## src/rtl/stopwatch_pkg.sv

```systemverilog
// Shared definitions for the stopwatch counters: BCD digit limit and the
// run/pause state encoding.
package stopwatch_pkg;

  localparam logic [3:0] BCD_MAX = 4'd9;

  typedef enum logic [1:0] {
    IDLE    = 2'd0,
    RUNNING = 2'd1,
    PAUSED  = 2'd2,
    DONE    = 2'd3
  } state_t;

endpackage

```

## src/rtl/bcd_digit.sv

```systemverilog
// One BCD decade: counts 0..9 when enabled and produces a combinational
// carry into the next decade on the 9 -> 0 step.
module bcd_digit
  import stopwatch_pkg::*;
(
  input  logic       clk,
  input  logic       r,
  input  logic       clr,
  input  logic       en,
  output logic [3:0] q,
  output logic       carry
);

  assign carry = en && (q == BCD_MAX);

  // NOTE: clocked state is written only with non-blocking assignments so every
  // decade samples its neighbours' pre-edge values, regardless of block order.
  always_ff @(posedge clk) begin
    if (r || clr) begin
      q <= 4'd0;
    end else if (en) begin
      q <= (q == BCD_MAX) ? 4'd0 : q + 4'd1;
    end
  end

endmodule

```

## src/rtl/up_counter.sv

```systemverilog
// BCD up-counting stopwatch core: run/pause FSM gating a chain of BCD
// decades, saturating at all-nines (WRAP=0) or rolling over (WRAP=1).
module up_counter
  import stopwatch_pkg::*;
#(
  parameter int NUM_DIGITS = 4,
  parameter bit WRAP       = 1'b0
) (
  input  logic                    clk,
  input  logic                    r,
  input  logic                    tick,
  input  logic                    s,
  input  logic                    clr,
  output logic [4*NUM_DIGITS-1:0] count,
  output logic                    running,
  output logic                    done
);

  state_t                state;
  logic                  all_nines;
  logic                  run_tick;
  logic                  saturate;
  logic [NUM_DIGITS:0]   chain;
  logic                  carry_unused;

  always_comb begin
    all_nines = 1'b1;
    for (int i = 0; i < NUM_DIGITS; i++) begin
      if (count[4*i +: 4] != BCD_MAX) all_nines = 1'b0;
    end
  end

  assign run_tick = tick && (state == RUNNING);
  // Without wrap, the terminal tick must not reach the decades: the count holds at all-nines.
  assign saturate = !WRAP && run_tick && all_nines;
  assign chain[0] = run_tick && !saturate;

  for (genvar i = 0; i < NUM_DIGITS; i++) begin : g_digit
    bcd_digit u_digit (
      .clk   (clk),
      .r     (r),
      .clr   (clr),
      .en    (chain[i]),
      .q     (count[4*i +: 4]),
      .carry (chain[i+1])
    );
  end

  // The carry out of the top decade has no consumer; rollover is implicit.
  assign carry_unused = chain[NUM_DIGITS];

  // NOTE: reset here is synchronous, so it lives inside the clocked branch
  // rather than in the sensitivity list.
  always_ff @(posedge clk) begin
    if (r || clr) begin
      state   <= IDLE;
      running <= 1'b0;
      done    <= 1'b0;
    end else begin
      case (state)
        IDLE: begin
          if (s) begin
            state   <= RUNNING;
            running <= 1'b1;
          end
        end
        RUNNING: begin
          if (saturate) begin
            state   <= DONE;
            running <= 1'b0;
            done    <= 1'b1;
          end else if (s) begin
            state   <= PAUSED;
            running <= 1'b0;
          end
        end
        PAUSED: begin
          if (s) begin
            state   <= RUNNING;
            running <= 1'b1;
          end
        end
        default: begin
          state <= DONE;
        end
      endcase
    end
  end

endmodule

```

## config.mk

```make
export PLATFORM = sky130hd
export DESIGN_NAME = up_counter
export DESIGN_NICKNAME = d
export VERILOG_FILES = /design/src/rtl/stopwatch_pkg.sv /design/src/rtl/bcd_digit.sv /design/src/rtl/up_counter.sv
export SDC_FILE = /design/constraint.sdc
export NUM_CORES = 1
export LEC_CHECK = 0
export CAP_MARGIN = 20
export CELL_PAD_IN_SITES_DETAIL_PLACEMENT = 1
export CELL_PAD_IN_SITES_GLOBAL_PLACEMENT = 1
export CORE_ASPECT_RATIO = 2
export CORE_MARGIN = 2
export CORE_UTILIZATION = 39
export DETAILED_ROUTE_END_ITERATION = 16
export PLACE_DENSITY = 0.82
export SYNTH_ARGS = -nofsm -noshare
export SYNTH_HDL_FRONTEND = slang
export SYNTH_SLANG_ARGS = --single-unit
```

## constraint.sdc

```tcl
create_clock -name clk -period 3.1 [get_ports clk]
set_clock_uncertainty 0.1 [all_clocks]
set_input_delay 0.62 -clock clk [delete_from_list [all_inputs] [get_ports clk]]
set_output_delay 0.62 -clock clk [all_outputs]
set_load 0.01 [all_outputs]
```

==> metrics, run 1 <==
final antenna-violating net count 0; final hold violations 0; combined area of the multi-input logic cells a little under 600 um2; Post-Synth XOR/XNOR Area 0.0507; RR Startpoint state[0]; most common cell after layout, fill and taps aside clkdlybuf4s50_1; worst rel slew slack 0.751; total track usage 0.204; maximum capacitance violations 0; grt ovf 0; IO Count 23; Clock Tree Root clkbuf_8; worst hold start done; Post-Synth Simple-Gate Area 0.319; Starting DRT DRC Count 22; register area share after synthesis 0.386; CP max FO 9; Yosys top cell area share 0.386; die width just over 40 um; Post CTS Setup Buffer Count 0; CTS hold repair buffers 0; synthesis-stage register bit count 20; Min-Delay Path Class flop to flop; largest family of logic cells by synthesized area simple AND/OR/NAND/NOR gates; worst skew pair latency roughly 0.27 ns; Fill cells 307; Worst setup SP type input port; Syn Area/Cell about 9.1 um2; die height just under 80 um; largest net degree at the start of global routing 18; vias in the first global route 1,023; fin crit period between 2 and 2.5 ns; Synth area leader dfxtp_1; Pwr Density ~350 mW/mm2; Inserted Diodes 0; synthesized instance count 114; Final Cycle Share 0.734; GPL Wtd Cong 0.733; Post-DP HPWL 1.99 mm; run status finished, final reports clean; Netlist cell types 39; post-synthesis adder-cell area fraction 0; die area 0.00311 mm2; post-route cell area about 0.0013 mm2; Row Count 26; Final setup violation count 0; H-Tree Depth 1; Post-DP Area 0.00127 mm2; drt first pass iters 4; CTS tree yes; mux cell area share after synthesis 0.0290; Detailed Route WL 2.62 mm; achievable frequency between 0.4 and 0.5 GHz; I/O Buffers 22; Slew Limit Fails 0; pin slew with the least headroom to its limit approximately 0.36 ns; Synth Net Count 119; Peak VDD IR about 0.00024 V; critical path type input port to flop; Arrival @ worst endpoint around 2.4 ns; crit path launch tick; Vias/cell ~5.8; CP Data Required Time about 3.2 ns; drt wl/cell between 15 and 20 um; placed cells around 160; final setup margin 0.826 ns; antenna violations before repair 0; Sequential Area 400 um2; CP Capture Type flop; area grow syn2layout 26.7%; pre-CTS WS approximately 0.57 ns; Post-Syn Area roughly 0.0010 mm2; Num CTS Buffers 3; YS warnings 0; post-CTS sizing 0; Nets about 140; Vias 954; post-route setup TNS 0 ns; Synth Area in Compound Gates 0.174; initial core utilization 0.408; DRC errors left 0; clock tree buffer depth 2; commonest non-fill, non-tap cells in the layout clkdlybuf4s50_1 (22), dfxtp_1 (20), nor2_1 (14); total number of clock tree sinks 20; top area cells in the synthesized netlist dfxtp_1 (39%), nor2_1 (5.1%), a21oi_1 (4.8%); global-route wire length before repair 4.50 mm; LEAKAGE between 0.4 and 0.5 nW; Clock transition at path regs ~0.070 ns; RSZ-0062 raised after global routing no; share of cells above drive strength 1 0.0956; hold slack 0.383 ns; core outline area 0.00254 mm2; fin cells approximately 160
logic make-up after synthesis:
family                    Yosys count
and+or+nand+nor                    51
AOI/OAI and AO/OA                  25
xor gates and xnor gates            6
DFF                                20
buffers and inverters               9
muxes                               3
final timing paths:
check	to	cells after the start	slack, ns
worst max-delay path	g_digit[3].u_digit.q[3]	5	0.83
worst min-delay path	done	2	0.38
worst max register to register	g_digit[3].u_digit.q[3]	4	1.25
worst min register to register	done	2	0.38
per-layer routing:
layer | routed length [um] | share of wire | vias to the layer above | track usage
met4 | 79 | 0.030 | 0 | 0.120
met1 | 1040 | 0.40 | 471 | 0.218
met5 | 0 | 0 | - | 0
met3 | 52 | 0.020 | 5 | 0.0173
li1 | - | - | 464 | -
met2 | 1450 | 0.55 | 14 | 0.349
synth_stat cells (all sizes together):
cell type / count
a2111oi: 2
a21oi: 10
a31oi: 2
a41o: 1
and3: 1
and4b: 1
and4bb: 3
buf: 1
clkbuf: 2
dfxtp: 20
inv: 6
mux2i: 3
nand2: 8
nand3: 4
nand4: 2
nand4b: 1
nand4bb: 1
nor2: 14
nor2b: 1
nor3: 6
nor3b: 1
nor4: 3
o21a: 2
o21ai: 2
o21bai: 1
o22ai: 1
o311ai: 1
o31ai: 2
o41ai: 1
or2: 1
or3: 1
or3b: 1
or4: 2
xnor2: 5
xor2: 1
critical path: stages:
cell and delay, ns:
clkdlybuf4s50_1 0.52, and4b_1 0.40, nand2_4 0.13, or4_1 0.54, a21oi_1 0.16
metrics by stage:
step,power [mW],util
after floorplan,0.276,-
after global placement,0.285,0.501
after detailed placement,0.287,0.501
after CTS,0.464,0.517
after global routing,0.472,0.517
final,0.456,0.517
power by group:
group | leakage (nW) | switching [mW] | internal [mW]
Sequential | 0.161 | 0.00245 | 0.259
Combinational | 0.276 | 0.00951 | 0.00953
Clock | 0.0216 | 0.0894 | 0.0869
Total | 0.459 | 0.101 | 0.355
registers in the layout, summed over array words and instances (netlist names):
signal / count
running: 1
state: 2
g_digit.u_digit.q: 16
done: 1
layout make-up:
| class | count | area share |
|---|---|---|
| Clock buffer | 3 | 0.0315 |
| Tap cell | 28 | 0.0267 |
| Multi-Input combinational cell | 85 | 0.452 |
| Sequential cell | 20 | 0.305 |
| Inverter | 6 | 0.0172 |
| Timing Repair Buffer | 22 | 0.168 |
No activity file was read; power rests on OpenSTA's default activity.
==> run 2: changes to the inputs <==
- CORE_UTILIZATION: 39 -> 36
- PLACE_DENSITY: 0.82 -> 0.76
- clock period: 3.1 -> 2.3 ns (I/O delays scaled with it)
==> metrics, run 2 (synthesis gave the netlist of run 1 again) <==
Vias 944 (was 954); initial core utilization 0.379 (was 0.408); total number of clock tree sinks 20 (unchanged); worst rel slew slack 0.749 (was 0.751); final hold violations 0 (unchanged); Num CTS Buffers 3 (unchanged); drt wl/cell 15.9 um (was 16.0 um); commonest non-fill, non-tap cells in the layout clkdlybuf4s50_1 (22), dfxtp_1 (20), nor2_1 (14) (unchanged); combined area of the multi-input logic cells 593 um2 (unchanged); vias in the first global route 973 (was 1,023); die width 41.9 um (was 40.4 um); biggest regs g_digit.u_digit.q x16, state x2 (unchanged); WP buf/inv 1 (unchanged); Final Cycle Share 0.845; Row Count 27 (was 26); Slew Limit Fails 0 (unchanged); RSZ-0062 raised after global routing no (unchanged); die height 79.9 um (was 76.9 um); Clock transition at path regs 0.07 ns (about the same); worst skew pair latency 0.26 ns (was 0.27 ns); H-Tree Depth 1 (unchanged); final setup margin 0.356 ns (was 0.826 ns); final antenna-violating net count 0 (unchanged); Clock Tree Root clkbuf_8 (unchanged); drt first pass iters 3 (was 4); CP Cell Sequence clkdlybuf4s50_1 -> nand4b_2 -> nor4_1 -> xnor2_1 -> nor2_1 (was clkdlybuf4s50_1 -> and4b_1 -> nand2_4 -> or4_1 -> a21oi_1); maximum capacitance violations 0 (unchanged); total track usage 0.185 (was 0.204); core outline area 0.00274 mm2 (was 0.00254 mm2); Pwr Density 458 mW/mm2 (was 348 mW/mm2); I/O Buffers 22 (unchanged); fin crit period roughly 1.9 ns; Sequential Area 400 um2 (unchanged); grt ovf 0 (unchanged); Min-Delay Path Class flop to flop (unchanged); die area 0.00335 mm2 (was 0.00311 mm2); max reg flops 16 (unchanged); placed cells 164 (was 161); most common cell after layout, fill and taps aside clkdlybuf4s50_1 (unchanged); critical path type input port to flop (unchanged); GPL Wtd Cong 0.754 (was 0.733); post-route cell area 0.00133 mm2 (was 0.00131 mm2); Worst setup SP type input port (unchanged); area grow syn2layout 28.3% (was 26.7%); CP Data Required Time 2.34 ns (was 3.19 ns); fin cells 167 (was 164); family with the most delay on the worst path simple AND/OR/NAND/NOR gates (unchanged); Final setup violation count 0 (unchanged); post-route setup TNS 0 ns (unchanged); post-CTS sizing 0 (unchanged); LEAKAGE 0.470 nW (was 0.459 nW); share of cells above drive strength 1 0.109 (was 0.0956); Peak VDD IR 0.000393 V (was 0.000238 V); run status finished, final reports clean (unchanged); Post-DP HPWL 2.09 mm (was 1.99 mm); Fill cells 326 (was 307); IO Count 23 (unchanged); Inserted Diodes 0 (unchanged); largest reg by FF count g_digit.u_digit.q (unchanged); Post-DP Area 0.00129 mm2 (was 0.00127 mm2); clock tree buffer depth 2 (unchanged); Util after Layout 0.486 (was 0.517); max incr delay on CP 0.52 ns (was 0.54 ns); achievable frequency roughly 0.51 GHz; CTS tree yes (unchanged); Starting DRT DRC Count 24 (was 22); Arrival @ worst endpoint 1.99 ns (was 2.37 ns); Post CTS Setup Buffer Count 0 (unchanged); largest net degree at the start of global routing 18 (unchanged); crit path launch tick (unchanged); CP Capture Type flop (unchanged); worst hold start done (unchanged); CTS hold repair buffers 0 (unchanged); antenna violations before repair 0 (unchanged); CP max FO 9 (unchanged); Nets 145 (was 143); Vias/cell 5.65 (was 5.82); pin slew with the least headroom to its limit 0.366 ns (was 0.364 ns); RR Startpoint g_digit[2].u_digit.q[0] (was state[0]); DRC errors left 0 (unchanged); global-route wire length before repair 4.64 mm (was 4.50 mm); CP max stage cell clkdlybuf4s50_1 (was or4_1); Detailed Route WL 2.66 mm (was 2.62 mm); pre-CTS WS 0.0654 ns (was 0.572 ns)
[run 2: routing by layer]
| layer | part of all wire | GRT usage | wire length [um] |
|---|---|---|---|
| met5 | 0 | 0 | 0 |
| met4 | 0.024 | 0.0968 | 65 |
| met3 | 0.020 | 0.0294 | 54 |
| met2 | 0.59 | 0.356 | 1580 |
| met1 | 0.36 | 0.179 | 959 |
[run 2: area by class of cell]
cell class | instances | share of cell area
repair buffers | 24 | 0.177
flip-flops and latches | 20 | 0.301
clock buffers | 3 | 0.0311
multi-input cells | 85 | 0.446
inverters | 6 | 0.0169
well taps | 29 | 0.0273
[run 2: tightest hold or removal path: stages, from the launching register on]
cell and delay (ns):
dfxtp_1 0.33, a21oi_1 0.04, nor2_1 0.07
[run 2: stage by stage]
stage | hold slack (ns) | total power, mW
floorplan | 0.388 | 0.371
global placement | 0.354 | 0.385
CTS | 0.386 | 0.617
global route | 0.445 | 0.639
detailed placement | 0.364 | 0.386
finish | 0.377 | 0.609
[run 2: path summary, 6_finish.rpt]
| check | to | slack, ns | cells past startpoint |
|---|---|---|---|
| setup / recovery | g_digit[2].u_digit.q[2] | 0.36 | 5 |
| hold / removal | done | 0.38 | 2 |
| setup reg to reg | g_digit[3].u_digit.q[2] | 0.55 | 4 |
| hold reg to reg | done | 0.38 | 2 |
[run 2: power by group]
| part | switching, mW | internal (mW) |
|---|---|---|
| registers | 0.00329 | 0.349 |
| clock network | 0.115 | 0.117 |
| logic | 0.0128 | 0.0129 |
| total | 0.131 | 0.478 |
